### config.mk
export PLATFORM = sky130hd
export DESIGN_NAME = uart_rx
export DESIGN_NICKNAME = d
export VERILOG_FILES = /design/src/rtl/uart_pkg.sv /design/src/rtl/sync_2ff.sv /design/src/rtl/uart_rx.sv
export SDC_FILE = /design/constraint.sdc
export NUM_CORES = 1
export LEC_CHECK = 0
export BUFFER_PORTS_ARGS = -buffer_cell sky130_fd_sc_hd__buf_2
export CORE_MARGIN = 1
export CORE_UTILIZATION = 48
export DETAILED_ROUTE_END_ITERATION = 8
export HOLD_SLACK_MARGIN = 0.1
export PLACE_DENSITY = 0.66
export SETUP_SLACK_MARGIN = 0.3
export SYNTH_ARGS = -nofsm -noshare
export SYNTH_HDL_FRONTEND = slang
export SYNTH_SLANG_ARGS = --single-unit
### constraint.sdc
create_clock -name clk -period 2.79 [get_ports clk]
set_input_delay 0.6975 -clock clk [delete_from_list [all_inputs] [get_ports clk]]
set_output_delay 0.6975 -clock clk [all_outputs]
set_load 0.01 [all_outputs]
### src/rtl/uart_pkg.sv
// Shared UART definitions: FSM state encodings and 8N1 frame constants.
// uart_rx and uart_tx both import this package.
package uart_pkg;

    typedef enum logic [2:0] {
        s_IDLE    = 3'd0,
        s_START   = 3'd1,
        s_DATA    = 3'd2,
        s_STOP    = 3'd3,
        s_CLEANUP = 3'd4
    } uart_state_e;

    localparam int DATA_BITS = 8;
    localparam int STOP_BITS = 1;
    localparam int BIT_IDX_W = $clog2(DATA_BITS);

endpackage

### src/rtl/sync_2ff.sv
// Two-flop synchroniser for a single asynchronous input.
// The reset value is a parameter so an idle-high line resets to high.
module sync_2ff #(
    parameter logic RESET_VAL = 1'b1
) (
    input  logic clk,
    input  logic rst_n,
    input  logic d_i,
    output logic q_o
);

    logic meta_q;
    logic sync_q;

    always_ff @(posedge clk or negedge rst_n) begin
        if (!rst_n) begin
            meta_q <= RESET_VAL;
            sync_q <= RESET_VAL;
        end else begin
            meta_q <= d_i;
            sync_q <= meta_q;
        end
    end

    assign q_o = sync_q;

endmodule

### src/rtl/uart_rx.sv
// 8N1 UART receiver: samples mid-bit, reports each good byte with a one-cycle
// strobe and a bad stop bit with a one-cycle frame-error strobe.
module uart_rx
    import uart_pkg::*;
#(
    parameter int CLKS_PER_BIT = 5208,
    parameter int CNT_W        = $clog2(CLKS_PER_BIT)
) (
    input  logic       clk,
    input  logic       rst_n,
    input  logic       i_rx_serial,
    output logic       o_rx_dv,
    output logic [7:0] o_rx_byte,
    output logic       o_rx_busy,
    output logic       o_frame_err
);

    localparam logic [CNT_W-1:0]     FULL_BIT = CNT_W'(CLKS_PER_BIT - 1);
    localparam logic [CNT_W-1:0]     HALF_BIT = CNT_W'((CLKS_PER_BIT - 1) / 2);
    localparam logic [BIT_IDX_W-1:0] LAST_BIT = BIT_IDX_W'(DATA_BITS - 1);

    logic rx_s;

    sync_2ff #(
        .RESET_VAL(1'b1)
    ) u_sync (
        .clk  (clk),
        .rst_n(rst_n),
        .d_i  (i_rx_serial),
        .q_o  (rx_s)
    );

    uart_state_e                state_q,   state_d;
    logic [CNT_W-1:0]           timer_q,   timer_d;
    logic [BIT_IDX_W-1:0]       bit_idx_q, bit_idx_d;
    logic [DATA_BITS-1:0]       shift_q,   shift_d;
    logic [7:0]                 byte_q,    byte_d;
    logic                       dv_q,      dv_d;
    logic                       ferr_q,    ferr_d;

    always_ff @(posedge clk or negedge rst_n) begin
        if (!rst_n) begin
            state_q   <= s_IDLE;
            timer_q   <= '0;
            bit_idx_q <= '0;
            shift_q   <= '0;
            byte_q    <= 8'h00;
            dv_q      <= 1'b0;
            ferr_q    <= 1'b0;
        end else begin
            state_q   <= state_d;
            timer_q   <= timer_d;
            bit_idx_q <= bit_idx_d;
            shift_q   <= shift_d;
            byte_q    <= byte_d;
            dv_q      <= dv_d;
            ferr_q    <= ferr_d;
        end
    end

    always_comb begin
        state_d   = state_q;
        timer_d   = timer_q;
        bit_idx_d = bit_idx_q;
        shift_d   = shift_q;
        byte_d    = byte_q;
        dv_d      = 1'b0;
        ferr_d    = 1'b0;

        case (state_q)
            s_IDLE: begin
                timer_d   = '0;
                bit_idx_d = '0;
                if (!rx_s) begin
                    state_d = s_START;
                end
            end

            // A start bit that is high again at its midpoint was only a glitch.
            s_START: begin
                if (timer_q == HALF_BIT) begin
                    timer_d   = '0;
                    bit_idx_d = '0;
                    state_d   = rx_s ? s_IDLE : s_DATA;
                end else begin
                    timer_d = timer_q + CNT_W'(1);
                end
            end

            s_DATA: begin
                if (timer_q == FULL_BIT) begin
                    timer_d            = '0;
                    shift_d[bit_idx_q] = rx_s;
                    if (bit_idx_q == LAST_BIT) begin
                        bit_idx_d = '0;
                        state_d   = s_STOP;
                    end else begin
                        bit_idx_d = bit_idx_q + BIT_IDX_W'(1);
                    end
                end else begin
                    timer_d = timer_q + CNT_W'(1);
                end
            end

            s_STOP: begin
                if (timer_q == FULL_BIT) begin
                    timer_d = '0;
                    state_d = s_CLEANUP;
                    if (rx_s) begin
                        byte_d = shift_q;
                        dv_d   = 1'b1;
                    end else begin
                        ferr_d = 1'b1;
                    end
                end else begin
                    timer_d = timer_q + CNT_W'(1);
                end
            end

            // Wait for a high line so a break is never mistaken for a new start bit.
            s_CLEANUP: begin
                timer_d = '0;
                if (rx_s) begin
                    state_d = s_IDLE;
                end
            end

            default: begin
                state_d   = s_IDLE;
                timer_d   = '0;
                bit_idx_d = '0;
            end
        endcase
    end

    assign o_rx_dv     = dv_q;
    assign o_rx_byte   = byte_q;
    assign o_frame_err = ferr_q;
    assign o_rx_busy   = (state_q != s_IDLE);

endmodule

==> results.tsv, run 1 <==
metric	value	unit
hpwl	2200	um
yosysTopAreaCell	dfrtp_1	
drv_cap	0	
die_h	64.2	um
cts_resized	0	
startpoint_type	register	
cts_buffer_depth	2	
hp-class	register to register	
diodes	0	
grt_pass1_wl	5550	um
regToRegStartpoint	timer_q[8]	
synth_nets	169	
peakVddDrop	0.000271	V
ios	14	
antenna_left	0	
pre_cts_ws	0.558	ns
instances_no_fill	229	
area_growth	12.1	%
ff2ff_setup_slack	0.58	ns
clock_latency	0.29	ns
critPathArrivalTime	2.38	ns
synth.distinct_cells	38	
vias	1263	
synthTopCellsByArea	dfrtp_1, mux2_2, xnor2_1	
postCtsSetupRepairBufs	0	
place_inst	221	
hold_depth	0	
finalWeightedCongestion	0.911	
synth.yosys.seq_area_share	52.7	%
yosys.area.top_type_share	49.9	%
min_from	u_sync.meta_q	
clk_pin_slew	0.08	ns
fmax	453	MHz
cts_buffers	5	
post_synth.cell_area_avg	11.4	um^2
core	3690	um^2
yosysWarnings	0	
relSlewSlack	44.5	%
die_w	64.2	um
p_total	1.06	mW
period_minus_slack	2.21	ns
syn-instance-count	163	
post-route-period-util	79.1	%
drt-vias-per-instance	5.52	
fin_skew	0.00940	ns
powerDensity	508	nW/um^2
totalWireLength	3110	um
drive_gt1_share	23.2	%
drc	0	
place.port_buffers	13	
reg2reg_depth	4	
rows	22	
ctsHoldBuffers	0	
nets	186	
final_cell_mix	dfrtp_1, nor2_1, buf_2	
cts.sinks	39	
crit_required	2.97	ns
tritoncts	built	
layout_commonest_cell	dfrtp_1	
dieArea	4120	um^2
initial_core_util	50.3	%
antenna_found_initial	0	
final-setup-viol-count	0	
r2r_end	shift_q[2]	
whs	0.357	ns
setup_ws	0.584	ns
p_leak	0.937	nW
grt_pass1_vias	1242	
drt_first_pass_iters	4	
slew_violations	0	
finalHoldViolations	0	
ys_seq_elements	39	
wl_per_cell	13.6	um
worstSetupEndpointType	register	
path_class	register to register	
netlist_area	1860	um^2
drt-initial-drc-count	56	
cts_root_buffer	clkbuf_8	
cp_max_fo	10	
rsz0062_at_grt	false	
grt_usage	18.0	%
grt_max_degree	40	
cts_max_level	2	
hold_end	u_sync.q_o	
grt-ovfl-total	0	
tightest_slew	0.833	ns
status	finished clean	
fin_tns_setup	0	ns
## synth_stat cells
master	n
nand4b_1	1
or3b_2	1
a32oi_2	1
nand4_1	6
or2_1	1
clkbuf_1	2
a2111o_1	1
nor4b_1	1
and4_1	1
nor2_1	20
mux2_2	12
mux2i_1	3
a21oi_1	2
xor2_1	2
o21ai_0	1
buf_6	1
inv_1	7
xnor2_1	9
dfstp_2	2
a211oi_1	1
nor3b_1	2
nor3_1	5
or4_4	1
or4_1	1
nor4_2	1
nand2_1	11
nand4bb_1	2
mux2_1	4
nor4_1	5
a221oi_4	1
dfrtp_1	37
o41ai_1	1
ha_1	3
a22o_1	1
nand3_1	7
nor2b_1	2
and3_1	2
buf_4	2
## worst max-delay path by stage
stage	from	end	depth (start not counted)
after floorplan	timer_q[8]	shift_q[2]	5
after global placement	timer_q[0]	shift_q[2]	5
after detailed placement	timer_q[0]	shift_q[2]	5
after CTS	timer_q[0]	shift_q[2]	5
after global routing	timer_q[0]	shift_q[3]	5
final	timer_q[8]	shift_q[2]	4
## cell families (layout without fill, tap and decap cells)
kind of cell               after synthesis  after routing  synth area share [%]
muxes                                   19             19                  11.3
and+or+nand+nor                         70             70                  20.5
AOI/OAI and AO/OA                        9              9                  5.05
DFF                                     39             39                  52.7
xor gates and xnor gates                11             11                  5.19
adders and majority gates                3              3                  2.02
buffers and inverters                   12             30                  3.23
## report_power, final
group          switching, mW  total [mW]  internal, mW  leakage (nW)
logic                 0.0109      0.0122       0.00139         0.353
registers            0.00263       0.570         0.568         0.523
clock network          0.185       0.474         0.289        0.0612
## sequential cells by signal, summed over array words and instances, names as in the netlist
| name | count |
|---|---|
| bit_idx_q | 3 |
| o_frame_err | 1 |
| o_rx_byte | 8 |
| o_rx_dv | 1 |
| shift_q | 8 |
| state_q | 3 |
| timer_q | 13 |
| u_sync.meta_q | 1 |
| u_sync.q_o | 1 |
## through the flow
stage,utilization (%),instance area (um^2)
2_1_floorplan,-,1860
3_3_place_gp,53.2,1960
3_5_place_dp,53.2,1960
4_1_cts,56.4,2080
5_1_grt,56.4,2080
6_report,56.4,2080
## metal layers
layer  wire, um  share of wire, %  track usage (%)  vias to the layer above
met5          0                 0                0                        -
met4         55               1.8             7.50                        0
met3        126               4.1             5.36                        6
met2       1610                52             31.6                       26
met1       1320                42             20.0                      614
li1           -                 -                -                      617
## critical path, stage by stage, from the launching register on
cell and delay, ns:
dfrtp_1 0.43, or2_1 0.28, or4_4 0.64, nor4_1 0.38, mux2_1 0.37
## layout make-up
class	count	area, um^2
inverter	7	26.3
sequential	39	978
tap	48	60.1
clock buffer	6	82.6
multi-input combinational	112	818
timing repair buffer	15	80.1
clock inverter	2	35.0
fill	319	1610
Note: power is estimated with default switching activity, not from simulation.
==> run 2, diff against run 1 <==
--- a/config.mk
+++ b/config.mk
@@ -10,7 +10,7 @@
 export CORE_UTILIZATION = 48
 export DETAILED_ROUTE_END_ITERATION = 8
 export HOLD_SLACK_MARGIN = 0.1
-export PLACE_DENSITY = 0.66
+export PLACE_DENSITY = 0.69
 export SETUP_SLACK_MARGIN = 0.3
 export SYNTH_ARGS = -nofsm -noshare
 export SYNTH_HDL_FRONTEND = slang
==> constraint.sdc (replaced) <==
create_clock -name clk -period 1.9 [get_ports clk]
set_input_delay 0.475 -clock clk [delete_from_list [all_inputs] [get_ports clk]]
set_output_delay 0.475 -clock clk [all_outputs]
set_load 0.01 [all_outputs]
==> results.tsv, run 2 (synthesized netlist as in run 1, its figures left out) <==
metric	value	unit	change
status	finished with violations		
violations	setup timing		
place.port_buffers	13		unchanged
whs	0.114	ns	-0.243 ns
layout_commonest_cell	dfrtp_1		
grt_pass1_vias	1577		+27%
peakVddDrop	0.000409	V	+51%
vias	1520		+20%
drive_gt1_share	49.3	%	+26 points
core	3690	um^2	unchanged
dieArea	4120	um^2	unchanged
finalHoldViolations	0		unchanged
clk_pin_slew	0.08	ns	about the same
crit_required	2.08	ns	-0.89 ns
fin_skew	0.00967	ns	+0.000277 ns
drv_cap	0		unchanged
grt_max_degree	22		-45%
hpwl	2640	um	+20%
regMostFlops	timer_q		
fmax	520	MHz	+15%
area_growth	41.2	%	
largest_reg_flops	13		unchanged
grt_usage	24.9	%	+7.0 points
path_class	register to register		
instances_no_fill	263		+15%
die_w	64.2	um	unchanged
period_minus_slack	1.92	ns	-0.285 ns
antenna_found_initial	0		unchanged
ios	14		unchanged
post-route-period-util	101	%	+22 points
cts_root_buffer	clkbuf_8		
drt-initial-drc-count	67		+20%
cts_buffer_depth	2		unchanged
drt-vias-per-instance	5.78		+4.8%
diodes	0		unchanged
wl_met1	1990	um	+51%
setup_ws	-0.0215	ns	-0.605 ns
tritoncts	built		
topRoutingLayerUsed	met4		
grt_pass1_wl	7620	um	+37%
pre_cts_ws	-0.0307	ns	-0.588 ns
place_inst	237		+7.2%
relSlewSlack	65.6	%	+21 points
final_cell_mix	dfrtp_1, buf_4, buf_2		
die_h	64.2	um	unchanged
p_leak	1.12	nW	+20%
initial_core_util	50.3	%	unchanged
cts.sinks	39		unchanged
finalWeightedCongestion	0.844		-7.4%
p_total	1.58	mW	+50%
wl_met2	2510	um	+56%
tightest_slew	0.512	ns	-0.321 ns
cts_max_level	2		unchanged
drc	0		unchanged
rsz0062_at_grt	true		
totalWireLength	4830	um	+55%
cp_max_fo	9		-1
startpoint_type	register		
slew_violations	0		unchanged
cts_buffers	5		unchanged
grt-ovfl-total	0		unchanged
drt_first_pass_iters	4		unchanged
hp-class	input pin to asynchronous set/reset pin		
ctsHoldBuffers	0		unchanged
nets	220		+18%
clock_latency	0.30	ns	about the same
met3_length	184	um	+46%
antenna_left	0		unchanged
critPathArrivalTime	2.10	ns	-0.28 ns
final-setup-viol-count	10		+10
worstSetupEndpointType	register		
wl_per_cell	18.4	um	+35%
rows	22		unchanged
powerDensity	604	nW/um^2	+19%
## run 2: cell types whose count changed in the layout (fill, tap and decap cells not counted), sizes merged
| cell | before | now |
|---|---|---|
| buf | 15 | 48 |
| or4 | 2 | 3 |
## run 2: path summary, 6_finish.rpt
path	to	depth (start not counted)	slack, ns	start
setup / recovery	o_rx_byte[0]	5	-0.02	timer_q[8]
hold / removal	shift_q[6]	1	0.11	rst_n
setup reg to reg	o_rx_byte[0]	5	-0.02	timer_q[8]
hold reg to reg	u_sync.q_o	0	0.36	u_sync.meta_q
max in group asynchronous	u_sync.meta_q	2	1.24	rst_n
min in group clk	u_sync.meta_q	1	0.27	i_rx_serial
## run 2: routing by layer
layer	global-route usage (%)	up-vias
met5	0	-
met4	10.0	0
met3	5.89	13
met2	42.7	43
met1	30.1	774
li1	-	690
## run 2: final cells by class
| type | instances | area (um^2) |
|---|---|---|
| inverter | 7 | 28.8 |
| clock buffer | 6 | 82.6 |
| timing repair buffer | 48 | 424 |
| multi-input combinational | 113 | 1010 |
| sequential | 39 | 982 |
| clock inverter | 2 | 35.0 |
| fill | 247 | 1070 |
| tap | 48 | 60.1 |
## run 2: power breakdown
part | total, mW | switching [mW] | internal [mW]
clock network | 0.722 | 0.297 | 0.425
logic | 0.0242 | 0.0180 | 0.00615
registers | 0.838 | 0.00461 | 0.833
total | 1.58 | 0.320 | 1.26
## run 2: critical path: stages (launching register included)
cell,delay [ns]
dfrtp_1,0.39
or2_4,0.28
nor4_2,0.37
and4_1,0.29
buf_12,0.14
mux2_2,0.33
## run 2: what timing repair did
action	4_1_cts	5_1_grt
endpoints found under the setup margin	35	35
endpoints found under the hold margin	0	0
cloned	2	0
buffers inserted	9	7
pin swaps	4	6
resized for setup	31	15
## run 2: through the flow
step           cell area [um^2]  utilization [%]  TNS (ns)
3_3_place_gp               2150             58.2         0
2_1_floorplan              1880                -    -0.132
6_report                   2620             71.1    -0.118
5_1_grt                    2620             71.1     -1.35
4_1_cts                    2500             67.8         0
3_5_place_dp               2150             58.2    -0.126
